[config.mk]
export PLATFORM = sky130hd
export DESIGN_NAME = instr_realign_buffer
export DESIGN_NICKNAME = d
export VERILOG_FILES = /design/src/rtl/instr_realign_buffer.sv
export SDC_FILE = /design/constraint.sdc
export NUM_CORES = 1
export LEC_CHECK = 0
export ABC_AREA = 1
export ABC_CLOCK_PERIOD_IN_PS = 5500
export BUFFER_PORTS_ARGS = -buffer_cell sky130_fd_sc_hd__buf_2
export CORE_AREA = 3 3 138 241
export DETAILED_ROUTE_END_ITERATION = 6
export DIE_AREA = 0 0 141 244
export PLACE_DENSITY_LB_ADDON = 0.25
export SYNTH_ARGS = -nofsm -noshare
export SYNTH_HDL_FRONTEND = slang
export SYNTH_SLANG_ARGS = --single-unit
[constraint.sdc]
create_clock -name clk -period 5.5 [get_ports clk]
set_input_delay 0.55 -clock clk [delete_from_list [all_inputs] [get_ports clk]]
set_output_delay 0.55 -clock clk [all_outputs]
set_load 0.03 [all_outputs]
[src/rtl/instr_realign_buffer.sv]
// Halfword realignment FIFO between instruction fetch and decode.
// Define COMPRESSED_EN to decode 16-bit encodings; otherwise every head is 32-bit.
module instr_realign_buffer #(
    parameter int FETCH_W  = 32,
    parameter int DEPTH_HW = 8
) (
    input  logic               clk,
    input  logic               reset_n,
    input  logic               flush,
    input  logic [31:0]        flush_pc,
    input  logic               fetch_valid,
    output logic               fetch_ready,
    input  logic [31:0]        fetch_pc,
    input  logic [FETCH_W-1:0] fetch_data,
    output logic               instr_valid,
    input  logic               instr_ready,
    output logic [31:0]        instr,
    output logic [31:0]        instr_pc,
    output logic               is_compressed,
    output logic               instr_illegal
);

    localparam int NHW   = FETCH_W / 16;
    localparam int OFF_W = $clog2(NHW);
    localparam int PTR_W = $clog2(DEPTH_HW);
    localparam int CNT_W = PTR_W + 1;
    localparam logic [PTR_W-1:0] PTR_ONE = PTR_W'(1);
    localparam logic [CNT_W-1:0] DEPTH_C = CNT_W'(DEPTH_HW);
    localparam logic [CNT_W-1:0] NHW_C   = CNT_W'(NHW);

    logic [15:0]      r_buf [DEPTH_HW];
    logic [PTR_W-1:0] r_rd_ptr;
    logic [PTR_W-1:0] r_wr_ptr;
    logic [CNT_W-1:0] r_count;
    logic [31:0]      r_pc;
    logic             r_skip_armed;
    logic [OFF_W-1:0] r_skip_off;

    logic [NHW-1:0][15:0] w_fhw;
    logic [15:0]      w_head;
    logic [15:0]      w_head_hi;
    logic             w_head_c;
    logic             w_is_c;
    logic             w_valid;
    logic             w_pop;
    logic             w_push;
    logic [CNT_W-1:0] w_need;
    logic [CNT_W-1:0] w_sub;
    logic [CNT_W-1:0] w_add;
    logic [CNT_W-1:0] w_free;
    logic [CNT_W-1:0] w_npush;
    logic [OFF_W-1:0] w_off;
    logic             w_unused;

    // Fetch PC is implied by the redirect PC plus the halfword stream.
    assign w_unused = ^{fetch_pc, flush_pc[0]};

    assign w_fhw     = fetch_data;
    assign w_head    = r_buf[r_rd_ptr];
    assign w_head_hi = r_buf[r_rd_ptr + PTR_ONE];
    assign w_head_c  = (w_head[1:0] != 2'b11);

`ifdef COMPRESSED_EN
    assign w_is_c        = w_head_c;
    assign is_compressed = w_valid & w_head_c;
    assign instr_illegal = 1'b0;
`else
    assign w_is_c        = 1'b0;
    assign is_compressed = 1'b0;
    assign instr_illegal = w_valid & w_head_c;
`endif

    assign w_need      = w_is_c ? CNT_W'(1) : CNT_W'(2);
    assign w_valid     = (r_count >= w_need);
    assign instr_valid = w_valid;
    assign instr_pc    = r_pc;

    always_comb begin
        instr = 32'h0;
        if (w_valid) begin
            if (w_is_c) instr = {16'h0, w_head};
            else        instr = {w_head_hi, w_head};
        end
    end

    assign w_pop  = w_valid & instr_ready & ~flush;
    assign w_sub  = w_pop ? w_need : '0;
    // Entries released by this cycle's consume already count as free.
    assign w_free = DEPTH_C - r_count + w_sub;
    assign fetch_ready = reset_n & ~flush & (w_free >= NHW_C);
    assign w_push = fetch_valid & fetch_ready;

    // First word after a redirect skips halfwords below the target PC.
    assign w_off   = r_skip_armed ? r_skip_off : '0;
    assign w_npush = NHW_C - {{(CNT_W-OFF_W){1'b0}}, w_off};
    assign w_add   = w_push ? w_npush : '0;

    always_ff @(posedge clk) begin
        for (int j = 0; j < NHW; j++) begin
            if (w_push && (CNT_W'(j) < w_npush))
                r_buf[r_wr_ptr + PTR_W'(j)] <= w_fhw[OFF_W'(j) + w_off];
        end
    end

    always_ff @(posedge clk or negedge reset_n) begin
        if (!reset_n) begin
            r_rd_ptr     <= '0;
            r_wr_ptr     <= '0;
            r_count      <= '0;
            r_pc         <= 32'h0;
            r_skip_armed <= 1'b1;
            r_skip_off   <= '0;
        end else if (flush) begin
            r_rd_ptr     <= '0;
            r_wr_ptr     <= '0;
            r_count      <= '0;
            r_pc         <= {flush_pc[31:1], 1'b0};
            r_skip_armed <= 1'b1;
            r_skip_off   <= flush_pc[OFF_W:1];
        end else begin
            if (w_pop) begin
                r_rd_ptr <= r_rd_ptr + w_need[PTR_W-1:0];
                r_pc     <= r_pc + (w_is_c ? 32'd2 : 32'd4);
            end
            if (w_push) begin
                r_wr_ptr     <= r_wr_ptr + w_npush[PTR_W-1:0];
                r_skip_armed <= 1'b0;
            end
            r_count <= r_count + w_add - w_sub;
        end
    end

endmodule

## Yosys cells after proc, flatten, opt, wreduce, memory -nomap -nowiden

Memory sizes are Yosys's and may differ from the RTL's.
Index checks and enable logic that the tools add are counted.

- Add/subtract/negate cells: 11
- Magnitude comparators: 6
- Equal/unequal tests: 1
- Muxes and demuxes: 21
- Bitwise logic cells: 7
- Reduce and logical (&&, ||, !) cells: 4

Operators with widths:

| cell | count |
|---|---|
| $mux W32 | 3 |
| $mux W16 | 4 |
| $add A32 B3 Y32 const B | 1 |
| $mux W3 | 4 |
| $ge A4 B2 Y1 const B | 2 |
| $lt A1 B4 Y1 const A | 2 |
| $mux W4 | 2 |
| $mux W1 | 7 |
| $add A3 B1 Y3 const B | 2 |
| $and A1 B1 Y1 | 6 |
| $add A4 B2 Y4 | 1 |
| $add A4 B4 Y4 | 1 |
| $lt A1 B2 Y1 const B | 2 |
| $reduce_bool A2 Y1 | 2 |
| $sub A4 B2 Y4 | 1 |
| $sub A4 B4 Y4 const A | 1 |
| $add A3 B2 Y3 const B | 1 |
| $add A3 B3 Y3 | 1 |
| $sub A2 B1 Y3 const A | 1 |
| $logic_and A1 B1 Y1 | 2 |
| $mux W2 | 1 |
| $ne A2 B2 Y1 const B | 1 |
| $add A1 B1 Y1 const A | 1 |
| $not A1 Y1 | 1 |

- Register bits: 44
- Memory bits (writable): 128
- Input port bits: 101
- Output and inout port bits: 68
- Logic and storage cells: 57
- Memories kept: 1

Memories:

| memory | words | width | rd ports | clocked after Yosys merged registers in | wr ports | line | RTL |
|---|---|---|---|---|---|---|---|
| r_buf | 8 | 16 | 2 | 0 | 2 | 31 | `logic [15:0] r_buf [DEPTH_HW];` |

## Logic depth before layout (Yosys ltp)

- Word-level depth: 12
- Depth in mapped cells: 23

## Least setup slack after synthesis

Ideal clock, no wire load.

- Path kind: register to register
- Start point: register r_count[2]
- End point: memory r_buf[1][0], enable pin
- Library setup time: 0.411 ns
- Arrival time: 3.686 ns
- Path slack: 1.403 ns
- Cell stages (with the launch flop): 18
- Period minus slack after synthesis: 4.097 ns
- Cells stage by stage: dfrtp_1 > inv_2 > ha_1 > nand2_1 > nand2_1 > nor2_1 > buf_2 > ha_1 > inv_1 > ha_1 > nor2_1 > nand2_1 > nor2_1 > nand3_2 > nand4_1 > buf_4 > buf_2 > o21ai_0

RTL lines:

| what | line | RTL |
|---|---|---|
| start: declaration | 34 | `logic [CNT_W-1:0] r_count;` |
| start signal: assignment | 129 | `r_count <= r_count + w_add - w_sub;` |
| end: declaration | 31 |  |

==> metrics list <==
* Floorplan die width: between 100 and 150 um
* Wire length of the first global-routing pass: 55.5 mm
- Worst slew margin: between 10% and 20%
* Maximum count of clock buffers along a single path: 2
- Library cell used as clock root buffer: sky130_fd_sc_hd__clkbuf_16
- The synthesized design contains 170 register bits.
- Cell seen most often among critical-path stages: sky130_fd_sc_hd__nand2_1
* Endpoints failing setup: 0
- For this block, the via count after detailed routing is 10100.
- TritonCTS built the clock tree.
- Number of placed I/O pins: 169
* Violation count after the first detailed-route iteration: 637
* Buffers & Inverters on Critical Path: 6
- Routability congestion estimate from global placement: just under 1
- Summed over all nets, the switching power comes to 2.18 mW.
- Net switching is 45.1% of the power.
* Antenna violations before repair: 0
- The flow ran to the end, and the final reports show no timing, DRC or antenna violations.
- The total count of hold-check failures in the final report was 0.
- Min Hold Slack: 271 ps
- The number of antenna diodes in the final layout is 0.
- Sequential area share after synthesis: ~45%
- Based on the critical path, the design can be clocked at up to 0.232 GHz.
- Dividing the detail-routed wire length by the instance count gives ~20 um.
- Quantity of hold-fixing buffers added after cts: 0
- The critical path is of the reg2reg type.
* All-Layer GR Usage: around a fifth
- Worst Hold Class: in2async
- Num Clock Sinks: 170
* Worst-path cell chain: inv_2 > ha_1 > nand2_1 > nand2_1 > nor2_1 > buf_4 > inv_2 > fa_1 > inv_1 > nor2_1 > nand2_1 > nor2_1 > nand3_2 > nand3_4 > nor2_4 > buf_4 > buf_4 > nand3_1 > nand2_1
- Of the total power, the clock network draws 23.7%.
- The count of buffers added on input and output ports is 133.
* Setup fix buffers added after clock tree synthesis: 0
* Setup total negative slack: 0 ps
- The placed instances occupy a cell area of approximately 12000 sq um.
* Count of instances resized after the clock tree is built: 0
- The total overflow left after global routing is 0.
* Share of power burned in combinational logic: a little over two fifths
- The analysis attributes to cell leakage a power of 4.98 nW.
- Relative to the synthesized area, the layout overhead comes to 12.7%.
- Power share of the sequential group: 34.2%
- After clock tree synthesis, the clock-pin slew on the worst setup and hold paths is 70 ps.
* Area occupied by multi-input gates: 5210 sq um
* # H-tree levels: 4
- Routed wire length: between 30 and 40 mm
- Row generation in the floorplan step produced 86 rows.
- Initial cell density of the core: about a third
* RSZ-0062 raised after global routing: no
- Cell family with most CP delay: buffers and inverters
* Vias in the first global route: 9561
- Required arrival time at the worst endpoint: 5810 ps
- Shortest clock period the worst path allows after layout: approximately 4300 ps
* Worst clock skew on the final layout: 11.5 ps
- Worst vdd rail ir drop: 0.235 mV
- The wire-length estimate of the detail-placed layout is 24.7 mm.
* Max-cap violation count: 0
- Counting the buffers created by CTS gives 17.
* Standard cell core area: around 32000 sq um
- The post-route netlist has 16.9% of its cells at a drive strength greater than 1.
- A synthesized cell averages roughly 8.1 sq um.
* Count of warnings emitted by yosys: 0
- Number of distinct library cells after synthesis: 44
- Entering global routing, the biggest net connects 81 pins.
* Slack of the worst reg-to-reg path: 1190 ps
- For the worst setup path, the data arrival time is 4610 ps.
- Antenna-violating nets left: 0
- Mapped Cells: 1352
* Slew at the pin with the worst max-slew slack: 1320 ps
- The final layout contains roughly 1600 nets.
- The worst setup path is captured at a flop.
- The first detailed-routing pass ran for 5 iterations.
* Standard cell with the maximum stage delay on the critical path: sky130_fd_sc_hd__buf_4
- The largest single stage delay on the critical path is 750 ps.
* Pint: 2.66 mW
* Clock latency on the worst-skew pair: ~440 ps
* Final cell area excluding filler cells: 12400 sq um
* Die outline height: 244 um
- The worst setup path is launched from a flop.
- Areal power density over the cells: 391 nW/um^2
- The final number of max-transition violations was 0.
- The die covers 34400 sq um.
- Summing all flip-flop and latch instances after layout gives roughly 4900 sq um.
- Layout filler cell count: 3274
- Post-route fraction of the period consumed by the critical path: 78.3%
- Maximum fanout encountered on the critical timing path: 80
- In the routed layout, each cell is associated on average with a via count of roughly 5.4.
- Post-synthesis instance area: ~11000 sq um
- DRC violation count after routing: 0
==> layout by cell type (no fill, tap or decap), types with 11 or more instances in the layout <==
master / instances
sky130_fd_sc_hd__o21ai_0: 28
sky130_fd_sc_hd__inv_1: 65
sky130_fd_sc_hd__o21ai_1: 17
sky130_fd_sc_hd__dfrtp_1: 40
sky130_fd_sc_hd__a21oi_1: 40
sky130_fd_sc_hd__clkbuf_16: 17
sky130_fd_sc_hd__edfxtp_1: 128
sky130_fd_sc_hd__nand2_1: 436
sky130_fd_sc_hd__inv_2: 11
sky130_fd_sc_hd__nor2_1: 81
sky130_fd_sc_hd__buf_4: 33
sky130_fd_sc_hd__a311oi_1: 30
sky130_fd_sc_hd__nand3_1: 166
sky130_fd_sc_hd__buf_2: 133
sky130_fd_sc_hd__o21bai_1: 119
==> synth_stat cells <==
master | count | area share [%]
sky130_fd_sc_hd__nand3_4 | 1 | 0.16
sky130_fd_sc_hd__o21ai_0 | 34 | 1.6
sky130_fd_sc_hd__dfstp_2 | 1 | 0.24
sky130_fd_sc_hd__nand4_1 | 6 | 0.34
sky130_fd_sc_hd__nor2_2 | 4 | 0.23
sky130_fd_sc_hd__o211ai_1 | 8 | 0.55
sky130_fd_sc_hd__nor2_4 | 5 | 0.51
sky130_fd_sc_hd__xor2_1 | 5 | 0.40
sky130_fd_sc_hd__nand3_1 | 166 | 7.6
sky130_fd_sc_hd__buf_1 | 14 | 0.48
sky130_fd_sc_hd__nand2_1 | 437 | 15
sky130_fd_sc_hd__dfrtp_1 | 41 | 9.4
sky130_fd_sc_hd__o221ai_1 | 1 | 0.080
sky130_fd_sc_hd__xnor2_1 | 3 | 0.24
sky130_fd_sc_hd__o21ai_1 | 11 | 0.50
sky130_fd_sc_hd__edfxtp_1 | 128 | 35
sky130_fd_sc_hd__clkinv_1 | 2 | 0.069
sky130_fd_sc_hd__a22o_1 | 2 | 0.16
sky130_fd_sc_hd__ha_1 | 9 | 1.0
sky130_fd_sc_hd__nand2_2 | 6 | 0.34
sky130_fd_sc_hd__o21bai_1 | 119 | 8.1
sky130_fd_sc_hd__inv_2 | 10 | 0.34
sky130_fd_sc_hd__buf_6 | 23 | 2.4
sky130_fd_sc_hd__a21oi_1 | 40 | 1.8
sky130_fd_sc_hd__nor3_1 | 8 | 0.37
sky130_fd_sc_hd__clkbuf_1 | 24 | 0.82
sky130_fd_sc_hd__conb_1 | 1 | 0.034
sky130_fd_sc_hd__and3_1 | 1 | 0.057
sky130_fd_sc_hd__inv_1 | 66 | 2.3
sky130_fd_sc_hd__buf_2 | 22 | 1.0
sky130_fd_sc_hd__fa_1 | 3 | 0.55
sky130_fd_sc_hd__o21ai_2 | 9 | 0.72
sky130_fd_sc_hd__o22ai_1 | 2 | 0.11
sky130_fd_sc_hd__nand3_2 | 1 | 0.091
sky130_fd_sc_hd__or2_2 | 1 | 0.057
sky130_fd_sc_hd__nand3b_1 | 5 | 0.34
sky130_fd_sc_hd__a311oi_1 | 30 | 2.4
sky130_fd_sc_hd__nor2_1 | 81 | 2.8
sky130_fd_sc_hd__a32o_1 | 2 | 0.18
sky130_fd_sc_hd__a31oi_1 | 2 | 0.11
sky130_fd_sc_hd__xnor2_2 | 1 | 0.15
sky130_fd_sc_hd__buf_4 | 7 | 0.48
sky130_fd_sc_hd__clkinv_2 | 1 | 0.046
sky130_fd_sc_hd__o21bai_2 | 9 | 0.92
==> state kept, by name, summed over array words and instances, names as in the netlist <==
register,flops
instr_pc,31
r_buf,128
r_count,4
r_rd_ptr,2
r_skip_armed,1
r_skip_off,1
r_wr_ptr,3
==> metrics by stage <==
stage,setup slack [ps],instances,utilization [%],power [mW]
floorplan,1400,1353,-,3.05
global placement,1280,1825,37.5,3.69
detailed placement,1240,1825,37.5,3.71
CTS,1230,1857,39.2,4.86
global route,862,1857,39.2,5.09
finish,1190,1857,39.2,4.84
==> kinds of logic after synthesis <==
logic type	Yosys count	synth area share [%]
AO/OA/AOI/OAI	269	17.3
adder cells (fa/ha/maj)	12	1.58
buffers and inverters	169	7.86
XOR/XNOR	9	0.788
AND/OR/NAND/NOR	722	27.8
flip-flops	170	44.7
other	1	0.0342
==> layout make-up <==
cell class,count,share of cell area [%]
clock inverters,13,0.891
well taps,396,4.01
multi-input cells,1014,42.2
inverters,79,2.41
repair buffers,166,7.39
clock buffers,19,3.50
flip-flops and latches,170,39.6
==> worst paths after layout <==
kind / start / end / cells past startpoint
worst max-delay path: r_count[2]$_DFF_PN0_ / r_buf[3][6]$_DFFE_PP_ / 19
worst min-delay path: reset_n / instr_pc[5]$_DFFE_PN0N_ / 2
worst max register to register: r_count[2]$_DFF_PN0_ / r_buf[3][6]$_DFFE_PP_ / 19
worst min register to register: r_skip_armed$_DFFE_PN1P_ / r_skip_armed$_DFFE_PN1P_ / 2
max in group asynchronous: reset_n / r_rd_ptr[1]$_DFFE_PN0N_ / 2
min in group clk: flush_pc[7] / instr_pc[7]$_DFFE_PN0N_ / 3
==> layer usage <==
| layer | vias to the layer above | wire [um] | global-route usage, % |
|---|---|---|---|
| met1 | 4710 | 13500 | 23.1 |
| met2 | 456 | 19200 | 38.3 |
| met3 | 94 | 2200 | 3.29 |
| li1 | 4806 | - | - |
| met5 | - | 0 | 0 |
| met4 | 0 | 2260 | 13.0 |
==> power by group through the flow <==
stage          Combinational, mW  Sequential, mW  Clock, mW
2_1_floorplan               1.31            1.74          0
3_3_place_gp                2.01            1.68          0
3_5_place_dp                2.03            1.68          0
4_1_cts                     2.04            1.65       1.17
5_1_grt                     2.20            1.67       1.22
6_report                    2.03            1.65       1.15
Power figures use the tool's default switching activity.
